==> config.mk <==
export PLATFORM = sky130hd
export DESIGN_NAME = exe_stage_pipe
export DESIGN_NICKNAME = d
export VERILOG_FILES = /design/src/rtl/exe_stage_pipe.sv
export SDC_FILE = /design/constraint.sdc
export NUM_CORES = 1
export LEC_CHECK = 0
export CAP_MARGIN = 0
export CORE_ASPECT_RATIO = 0.6
export CORE_UTILIZATION = 45
export CTS_CLUSTER_DIAMETER = 120
export DETAILED_ROUTE_END_ITERATION = 10
export PLACE_DENSITY_LB_ADDON = 0.3
export REMOVE_ABC_BUFFERS = 1
export SLEW_MARGIN = 10
export SYNTH_ARGS = -nofsm -noshare
export SYNTH_HDL_FRONTEND = slang
export SYNTH_SLANG_ARGS = --single-unit
==> constraint.sdc <==
create_clock -name clk -period 5.65 [get_ports clk]
set_clock_uncertainty 0.05 [all_clocks]
set_input_delay 1.13 -clock clk [delete_from_list [all_inputs] [get_ports clk]]
set_output_delay 1.13 -clock clk [all_outputs]
set_load 0.01 [all_outputs]
==> src/rtl/exe_stage_pipe.sv <==
`default_nettype none
// +----------------------------------------------------------------------------+
// | Module   : exe_stage_pipe                                                  |
// | Brief    : RISC-V execute stage: forwarding, ALU decode, ALU, branch       |
// |            target adder, EX/MEM register with valid/ready handshake.       |
// |            Define EXE_MUL_EN to build in the iterative shift-add MUL.      |
// | Revision : 1.0 - initial release                                           |
// +----------------------------------------------------------------------------+
module exe_stage_pipe #(
    parameter int DATA_W  = 8,
    parameter int PC_SIZE = 10,
    parameter int IMM_W   = 12
) (
    input  logic               clk,
    input  logic               reset,
    input  logic               in_valid,
    output logic               in_ready,
    input  logic               flush,
    input  logic [PC_SIZE-1:0] PC_in,
    input  logic [DATA_W-1:0]  data1,
    input  logic [DATA_W-1:0]  data2,
    input  logic [IMM_W-1:0]   immediate,
    input  logic [9:0]         funct,
    input  logic [1:0]         alu_op,
    input  logic               alu_src,
    input  logic [1:0]         fwd_a_sel,
    input  logic [1:0]         fwd_b_sel,
    input  logic [DATA_W-1:0]  fwd_mem,
    input  logic [DATA_W-1:0]  fwd_wb,
    input  logic               branch_in,
    input  logic               mem_read_in,
    input  logic               mem_to_reg_in,
    input  logic               mem_write_in,
    input  logic               reg_write_in,
    output logic               out_valid,
    input  logic               out_ready,
    output logic [PC_SIZE-1:0] PC_jump,
    output logic [DATA_W-1:0]  ALU_result,
    output logic               zero,
    output logic [DATA_W-1:0]  write_data,
    output logic               branch_out,
    output logic               mem_read_out,
    output logic               mem_to_reg_out,
    output logic               mem_write_out,
    output logic               reg_write_out
);

    // Shift amount is operand B mod DATA_W; DATA_W is expected to be a power of two.
    localparam int SH_W = $clog2(DATA_W);

    typedef enum logic [2:0] {
        OP_ADD, OP_SUB, OP_AND, OP_OR, OP_XOR, OP_SLL, OP_SRL, OP_MUL
    } alu_fn_t;

    alu_fn_t              w_fn;
    logic [DATA_W-1:0]    w_op_a;
    logic [DATA_W-1:0]    w_op_b_fwd;
    logic [DATA_W-1:0]    w_op_b;
    logic [DATA_W-1:0]    w_imm_d;
    logic [PC_SIZE-1:0]   w_imm_pc;
    logic [DATA_W-1:0]    w_alu_res;
    logic [PC_SIZE-1:0]   w_pc_jump;
    logic [4:0]           w_ctl_in;
    logic                 w_can_load;
    logic                 w_accept;
    logic                 w_load;
    logic [DATA_W-1:0]    w_res_d;
    logic [PC_SIZE-1:0]   w_pc_d;
    logic [DATA_W-1:0]    w_wdata_d;
    logic [4:0]           w_ctl_d;

    logic                 r_out_valid;
    logic [PC_SIZE-1:0]   r_pc_jump;
    logic [DATA_W-1:0]    r_alu_res;
    logic                 r_zero;
    logic [DATA_W-1:0]    r_wdata;
    logic [4:0]           r_ctl;

    assign w_imm_d   = DATA_W'($signed(immediate));
    assign w_imm_pc  = PC_SIZE'($signed(immediate));
    assign w_pc_jump = PC_in + w_imm_pc;
    assign w_ctl_in  = {branch_in, mem_read_in, mem_to_reg_in, mem_write_in, reg_write_in};

    always_comb begin
        w_op_a = data1;
        case (fwd_a_sel)
            2'b01:   w_op_a = fwd_mem;
            2'b10:   w_op_a = fwd_wb;
            default: w_op_a = data1;
        endcase
    end

    always_comb begin
        w_op_b_fwd = data2;
        case (fwd_b_sel)
            2'b01:   w_op_b_fwd = fwd_mem;
            2'b10:   w_op_b_fwd = fwd_wb;
            default: w_op_b_fwd = data2;
        endcase
    end

    assign w_op_b = alu_src ? w_imm_d : w_op_b_fwd;

    always_comb begin
        w_fn = OP_ADD;
        case (alu_op)
            2'b01: w_fn = OP_SUB;
            2'b10: begin
                case (funct)
                    10'h100: w_fn = OP_SUB;
                    10'h007: w_fn = OP_AND;
                    10'h006: w_fn = OP_OR;
                    10'h004: w_fn = OP_XOR;
                    10'h001: w_fn = OP_SLL;
                    10'h005: w_fn = OP_SRL;
`ifdef EXE_MUL_EN
                    10'h008: w_fn = OP_MUL;
`endif
                    default: w_fn = OP_ADD;
                endcase
            end
            2'b11: begin
                case (funct[2:0])
                    3'b111:  w_fn = OP_AND;
                    3'b110:  w_fn = OP_OR;
                    3'b100:  w_fn = OP_XOR;
                    default: w_fn = OP_ADD;
                endcase
            end
            default: w_fn = OP_ADD;
        endcase
    end

    always_comb begin
        w_alu_res = w_op_a + w_op_b;
        case (w_fn)
            OP_SUB:  w_alu_res = w_op_a - w_op_b;
            OP_AND:  w_alu_res = w_op_a & w_op_b;
            OP_OR:   w_alu_res = w_op_a | w_op_b;
            OP_XOR:  w_alu_res = w_op_a ^ w_op_b;
            OP_SLL:  w_alu_res = w_op_a << w_op_b[SH_W-1:0];
            OP_SRL:  w_alu_res = w_op_a >> w_op_b[SH_W-1:0];
            default: w_alu_res = w_op_a + w_op_b;
        endcase
    end

    assign w_can_load = !r_out_valid || out_ready;
    assign w_accept   = in_valid && in_ready;

`ifdef EXE_MUL_EN
    typedef enum logic [1:0] {S_IDLE, S_BUSY, S_HOLD} state_t;

    state_t               r_state;
    state_t               w_state_nxt;
    logic [DATA_W-1:0]    r_mcand;
    logic [DATA_W-1:0]    r_mplier;
    logic [DATA_W-1:0]    r_prod;
    logic [SH_W-1:0]      r_cnt;
    logic [PC_SIZE-1:0]   r_p_pc;
    logic [DATA_W-1:0]    r_p_wdata;
    logic [4:0]           r_p_ctl;
    logic [DATA_W-1:0]    w_prod_step;
    logic [DATA_W-1:0]    w_mul_res;
    logic                 w_last;
    logic                 w_mul_start;
    logic                 w_load_single;
    logic                 w_load_mul;

    assign in_ready    = (r_state == S_IDLE) && w_can_load;
    assign w_last      = (r_cnt == SH_W'(DATA_W - 1));
    assign w_prod_step = r_prod + (r_mplier[0] ? r_mcand : '0);
    // Final iteration result goes straight to the output register; HOLD reuses r_prod.
    assign w_mul_res   = (r_state == S_HOLD) ? r_prod : w_prod_step;

    always_comb begin
        w_state_nxt   = r_state;
        w_mul_start   = 1'b0;
        w_load_single = 1'b0;
        w_load_mul    = 1'b0;
        case (r_state)
            S_IDLE: begin
                if (w_accept) begin
                    if (w_fn == OP_MUL) begin
                        w_mul_start = 1'b1;
                        w_state_nxt = S_BUSY;
                    end else begin
                        w_load_single = 1'b1;
                    end
                end
            end
            S_BUSY: begin
                if (w_last) begin
                    if (w_can_load) begin
                        w_load_mul  = 1'b1;
                        w_state_nxt = S_IDLE;
                    end else begin
                        w_state_nxt = S_HOLD;
                    end
                end
            end
            S_HOLD: begin
                if (w_can_load) begin
                    w_load_mul  = 1'b1;
                    w_state_nxt = S_IDLE;
                end
            end
            default: w_state_nxt = S_IDLE;
        endcase
        if (flush) begin
            w_state_nxt   = S_IDLE;
            w_mul_start   = 1'b0;
            w_load_single = 1'b0;
            w_load_mul    = 1'b0;
        end
    end

    always_ff @(posedge clk) begin
        if (reset) begin
            r_state   <= S_IDLE;
            r_mcand   <= '0;
            r_mplier  <= '0;
            r_prod    <= '0;
            r_cnt     <= '0;
            r_p_pc    <= '0;
            r_p_wdata <= '0;
            r_p_ctl   <= '0;
        end else begin
            r_state <= w_state_nxt;
            if (w_mul_start) begin
                r_mcand   <= w_op_a;
                r_mplier  <= w_op_b;
                r_prod    <= '0;
                r_cnt     <= '0;
                r_p_pc    <= w_pc_jump;
                r_p_wdata <= w_op_b_fwd;
                r_p_ctl   <= w_ctl_in;
            end else if (r_state == S_BUSY) begin
                r_prod   <= w_prod_step;
                r_mcand  <= r_mcand << 1;
                r_mplier <= r_mplier >> 1;
                r_cnt    <= r_cnt + 1'b1;
            end
        end
    end

    assign w_load    = w_load_single || w_load_mul;
    assign w_res_d   = w_load_mul ? w_mul_res : w_alu_res;
    assign w_pc_d    = w_load_mul ? r_p_pc    : w_pc_jump;
    assign w_wdata_d = w_load_mul ? r_p_wdata : w_op_b_fwd;
    assign w_ctl_d   = w_load_mul ? r_p_ctl   : w_ctl_in;
`else
    assign in_ready  = w_can_load;
    assign w_load    = w_accept && !flush;
    assign w_res_d   = w_alu_res;
    assign w_pc_d    = w_pc_jump;
    assign w_wdata_d = w_op_b_fwd;
    assign w_ctl_d   = w_ctl_in;
`endif

    // Flush only kills out_valid; datapath fields keep their stale contents.
    always_ff @(posedge clk) begin
        if (reset) begin
            r_out_valid <= 1'b0;
            r_pc_jump   <= '0;
            r_alu_res   <= '0;
            r_zero      <= 1'b0;
            r_wdata     <= '0;
            r_ctl       <= '0;
        end else if (flush) begin
            r_out_valid <= 1'b0;
        end else if (w_load) begin
            r_out_valid <= 1'b1;
            r_pc_jump   <= w_pc_d;
            r_alu_res   <= w_res_d;
            r_zero      <= (w_res_d == '0);
            r_wdata     <= w_wdata_d;
            r_ctl       <= w_ctl_d;
        end else if (out_ready) begin
            r_out_valid <= 1'b0;
        end
    end

    assign out_valid      = r_out_valid;
    assign PC_jump        = r_pc_jump;
    assign ALU_result     = r_alu_res;
    assign zero           = r_zero;
    assign write_data     = r_wdata;
    assign branch_out     = r_ctl[4];
    assign mem_read_out   = r_ctl[3];
    assign mem_to_reg_out = r_ctl[2];
    assign mem_write_out  = r_ctl[1];
    assign reg_write_out  = r_ctl[0];

endmodule
`default_nettype wire

==> summary.md <==
| Metric | Value |
|---|---|
| Status | complete, no violations |
| Worst-Margin Slew | between 0.8 and 0.9 ns |
| Via count | about 4.3k |
| Lkg Pwr | around 0.0021 uW |
| IO Count | 115 |
| # port buffers | between 100 and 150 |
| Xor and xnor fraction of the mapped netlist area | 0.04518 |
| ANT cells | 0 |
| Most common cell after layout, fill and taps aside | clkdlybuf4s50_1 |
| Worst hold stages | 2 |
| Worst R2R Setup Slack | 3.62 ns |
| HP Class | flop to flop |
| Hold Crit Endpoint | r_ctl[4] |
| Compound-cell area share of the yosys netlist | 0.2908 |
| Met3 GRT Util | 0.1462 |
| Mux cell area share after synthesis | 0.03601 |
| Adder-Cell Fraction of Synth Area | 0.1433 |
| Main combinational cell family by area after synthesis | compound AO/OA/AOI/OAI gates |
| Post-CTS Setup Repair Bufs | 0 |
| Post-synthesis simple-gate area fraction | 0.2327 |
| Core area | a little under 0.008 mm^2 |
| FF-to-FF Start | out_valid |
| Share of layout cells above drive strength 1 | 0.09920 |
| Power Density | 217.7 mW/mm^2 |
| Max-Cap Viols | 0 |
| Site row count | 25 |
| CP Class | input port to flop |
| Fmax | 192.2 MHz |
| CP Data Arrival Time | ~5.3 ns |
| Gate count of the mapped netlist | 500 |
| Die span in x | between 100 and 150 um |
| Post-route insts no fill | between 700 and 800 |
| Crit start category | input port |
| Number of nets in the layout | around 750 |
| Worst setup path startpoint | fwd_b_sel[0] |
| Total Routing Usage GR | 0.3010 |
| CP max FO | 7 |
| Hold-fix buffers, CTS | 0 |
| Met2 Use GR | 0.4464 |
| Initial antenna violation count | 0 |
| DRC | 0 |
| Netlist Area Pre-Place | between 0.003 and 0.004 mm^2 |
| Synth warn | 0 |
| Dpl hpwl | ~10 mm |
| Clock buffer depth | 2 |
| Final WL | approximately 13 mm |
| Fill cell count | about 650 |
| Tcrit/Tclk final | 0.9208 |
| Routed Antenna Nets | 0 |
| Global-route wire length before repair | roughly 20 mm |
| Routed wire per std cell | around 17 um |
| RSZ-0062 raised after global routing | no |
| Setup violators final | 0 |
| Gr ovfl total | 0 |
| Min Tclk post-route | 5.202 ns |
| Die H | approximately 72 um |
| Most frequent cells in the layout | 112 x clkdlybuf4s50_1, 75 x nand2_1, 39 x a21oi_1, 39 x nor2_1, 39 x ha_1 |
| FF+latch area | between 600 and 700 um^2 |
| H-Tree Depth | 2 |
| Footprint of the multi-input gates | approximately 0.0028 mm^2 |
| EDFF count, synth | 0 |
| CTS Root Cell | clkbuf_16 |
| Cells resized by post-CTS repair | 0 |
| Max transition margin | 0.4079 |
| Largest net degree at the start of global routing | 36 |
| Hold Crit Start | r_ctl[4] |
| Slew Viols, Final | 0 |
| Worst-Skew Late Latency | roughly 0.28 ns |
| Setup TNS | 0 ns |
| RD Place Congestion | roughly 1.0 |
| Total clock buffers created by CTS | 5 |
| Layout area overhead | 41.54% |
| Die Area | approximately 0.0086 mm^2 |
| Vias in the first global route | ~4k |
| Met1 usage | 0.3911 |
| Clock sinks | 33 |
| Clock tree from TritonCTS | yes |
| Effective utilization at floorplan | 0.4655 |
| Placed insts | roughly 730 |
| Final Hold Vio Count | 0 |
| Worst reg2reg endpoint | zero |
| VDD IR max | between 100 and 150 uV |
| Most used flip-flop cell after synthesis | dfxtp_1 |
| Clock Pin Slew Worst Setup and Hold Paths | 0.05 ns |
| DRT iter0 DRCs | around 380 |
| Via density | around 5.8 |
| Drt pass-1 iters | 6 |
| GR peak layer | met2 |
| Register area share after synthesis | 0.1793 |
| Total power | ~1100 uW |
| Synthesized area per cell | between 7 and 8 um^2 |
| Ys async rst share | 0 |
| Synth Register Bits | 33 |
| Netlist cell types | 70 |
| Worst Path Required | 5.77 ns |
| Reg2Reg Depth | 9 |
| Crit end category | flop |
[stage by stage]
stage          worst slack, ns    util  hold WS (ns)  area, um^2
2_1_floorplan            1.067       -        0.4200        3557
3_3_place_gp            0.4072  0.6408        0.3910        5071
3_5_place_dp            0.2982  0.6408        0.3957        5071
4_1_cts                 0.5744  0.6588        0.4029        5214
5_1_grt                 0.2207  0.6588        0.4164        5214
6_report                0.4476  0.6588        0.4063        5214
[cells in the mapped netlist, types with 6 or more instances]
cell	count	area share
inv_1	33	0.034
a31oi_1	11	0.019
mux2i_1	11	0.030
o21ai_0	24	0.033
o31ai_1	6	0.012
nand2b_1	6	0.010
nor2b_1	9	0.015
xnor2_1	17	0.040
nand3_1	6	0.0082
a21oi_1	39	0.053
dfxtp_1	33	0.18
nor3_1	14	0.019
buf_2	7	0.0095
a211oi_1	8	0.016
clkbuf_1	15	0.015
a22oi_1	10	0.020
nand3b_1	6	0.012
nor2_1	39	0.040
ha_1	39	0.13
nand2_1	75	0.076
[flip-flops by register name, indices dropped and copies added, names as in the netlist]
name / cells
PC_jump: 10
ALU_result: 8
write_data: 8
r_ctl: 5
out_valid: 1
zero: 1
[report_power, final]
part	total (uW)	internal (uW)	switching, uW
registers	259	250	8.92
logic	616	289	327
clock network	260	161	99.2
total	1140	700	435
[kinds of logic (layout without fill, tap and decap cells)]
logic type / after synthesis / in the layout
xor+xnor: 19 / 19
mux: 13 / 13
simple gates: 178 / 178
fa+ha+maj: 41 / 41
compound gates: 152 / 152
buf+inv: 64 / 189
flops: 33 / 33
[how the worst max path moves through the flow]
stage	end	slack [ns]	cells after the start
after floorplan	ALU_result[7]	1.07	18
after global placement	zero	0.41	20
after detailed placement	zero	0.30	19
after CTS	zero	0.57	20
after global routing	zero	0.22	19
final	zero	0.45	20
[per-layer routing]
| metal | share of wire | up-vias |
|---|---|---|
| met5 | 0.0043 | - |
| met4 | 0.0093 | 2 |
| met3 | 0.13 | 14 |
| met2 | 0.40 | 244 |
| met1 | 0.46 | 1975 |
| li1 | - | 2050 |
[layout make-up]
class / instances / share of cell area
Tap cell: 108 / 0.02592
Multi-Input combinational cell: 403 / 0.5294
Inverter: 37 / 0.02712
Sequential cell: 33 / 0.1267
Clock inverter: 3 / 0.003360
Timing Repair Buffer: 144 / 0.2635
Clock buffer: 5 / 0.02400
[worst max-delay path: stages]
cell and delay, ns:
clkdlybuf4s50_1 0.48, inv_1 0.05, ha_1 0.40, a221oi_1 0.42
buf_4 0.20, o31a_1 0.17, buf_12 0.14, ha_1 0.18
nor2_1 0.06, xnor2_1 0.26, ha_1 0.31, a21o_1 0.17
a21oi_1 0.19, buf_4 0.14, xnor2_1 0.11, nor2_1 0.07
a31oi_1 0.25, a211oi_1 0.14, and4bb_1 0.22, a31o_1 0.22
(Power assumes the default switching activity.)
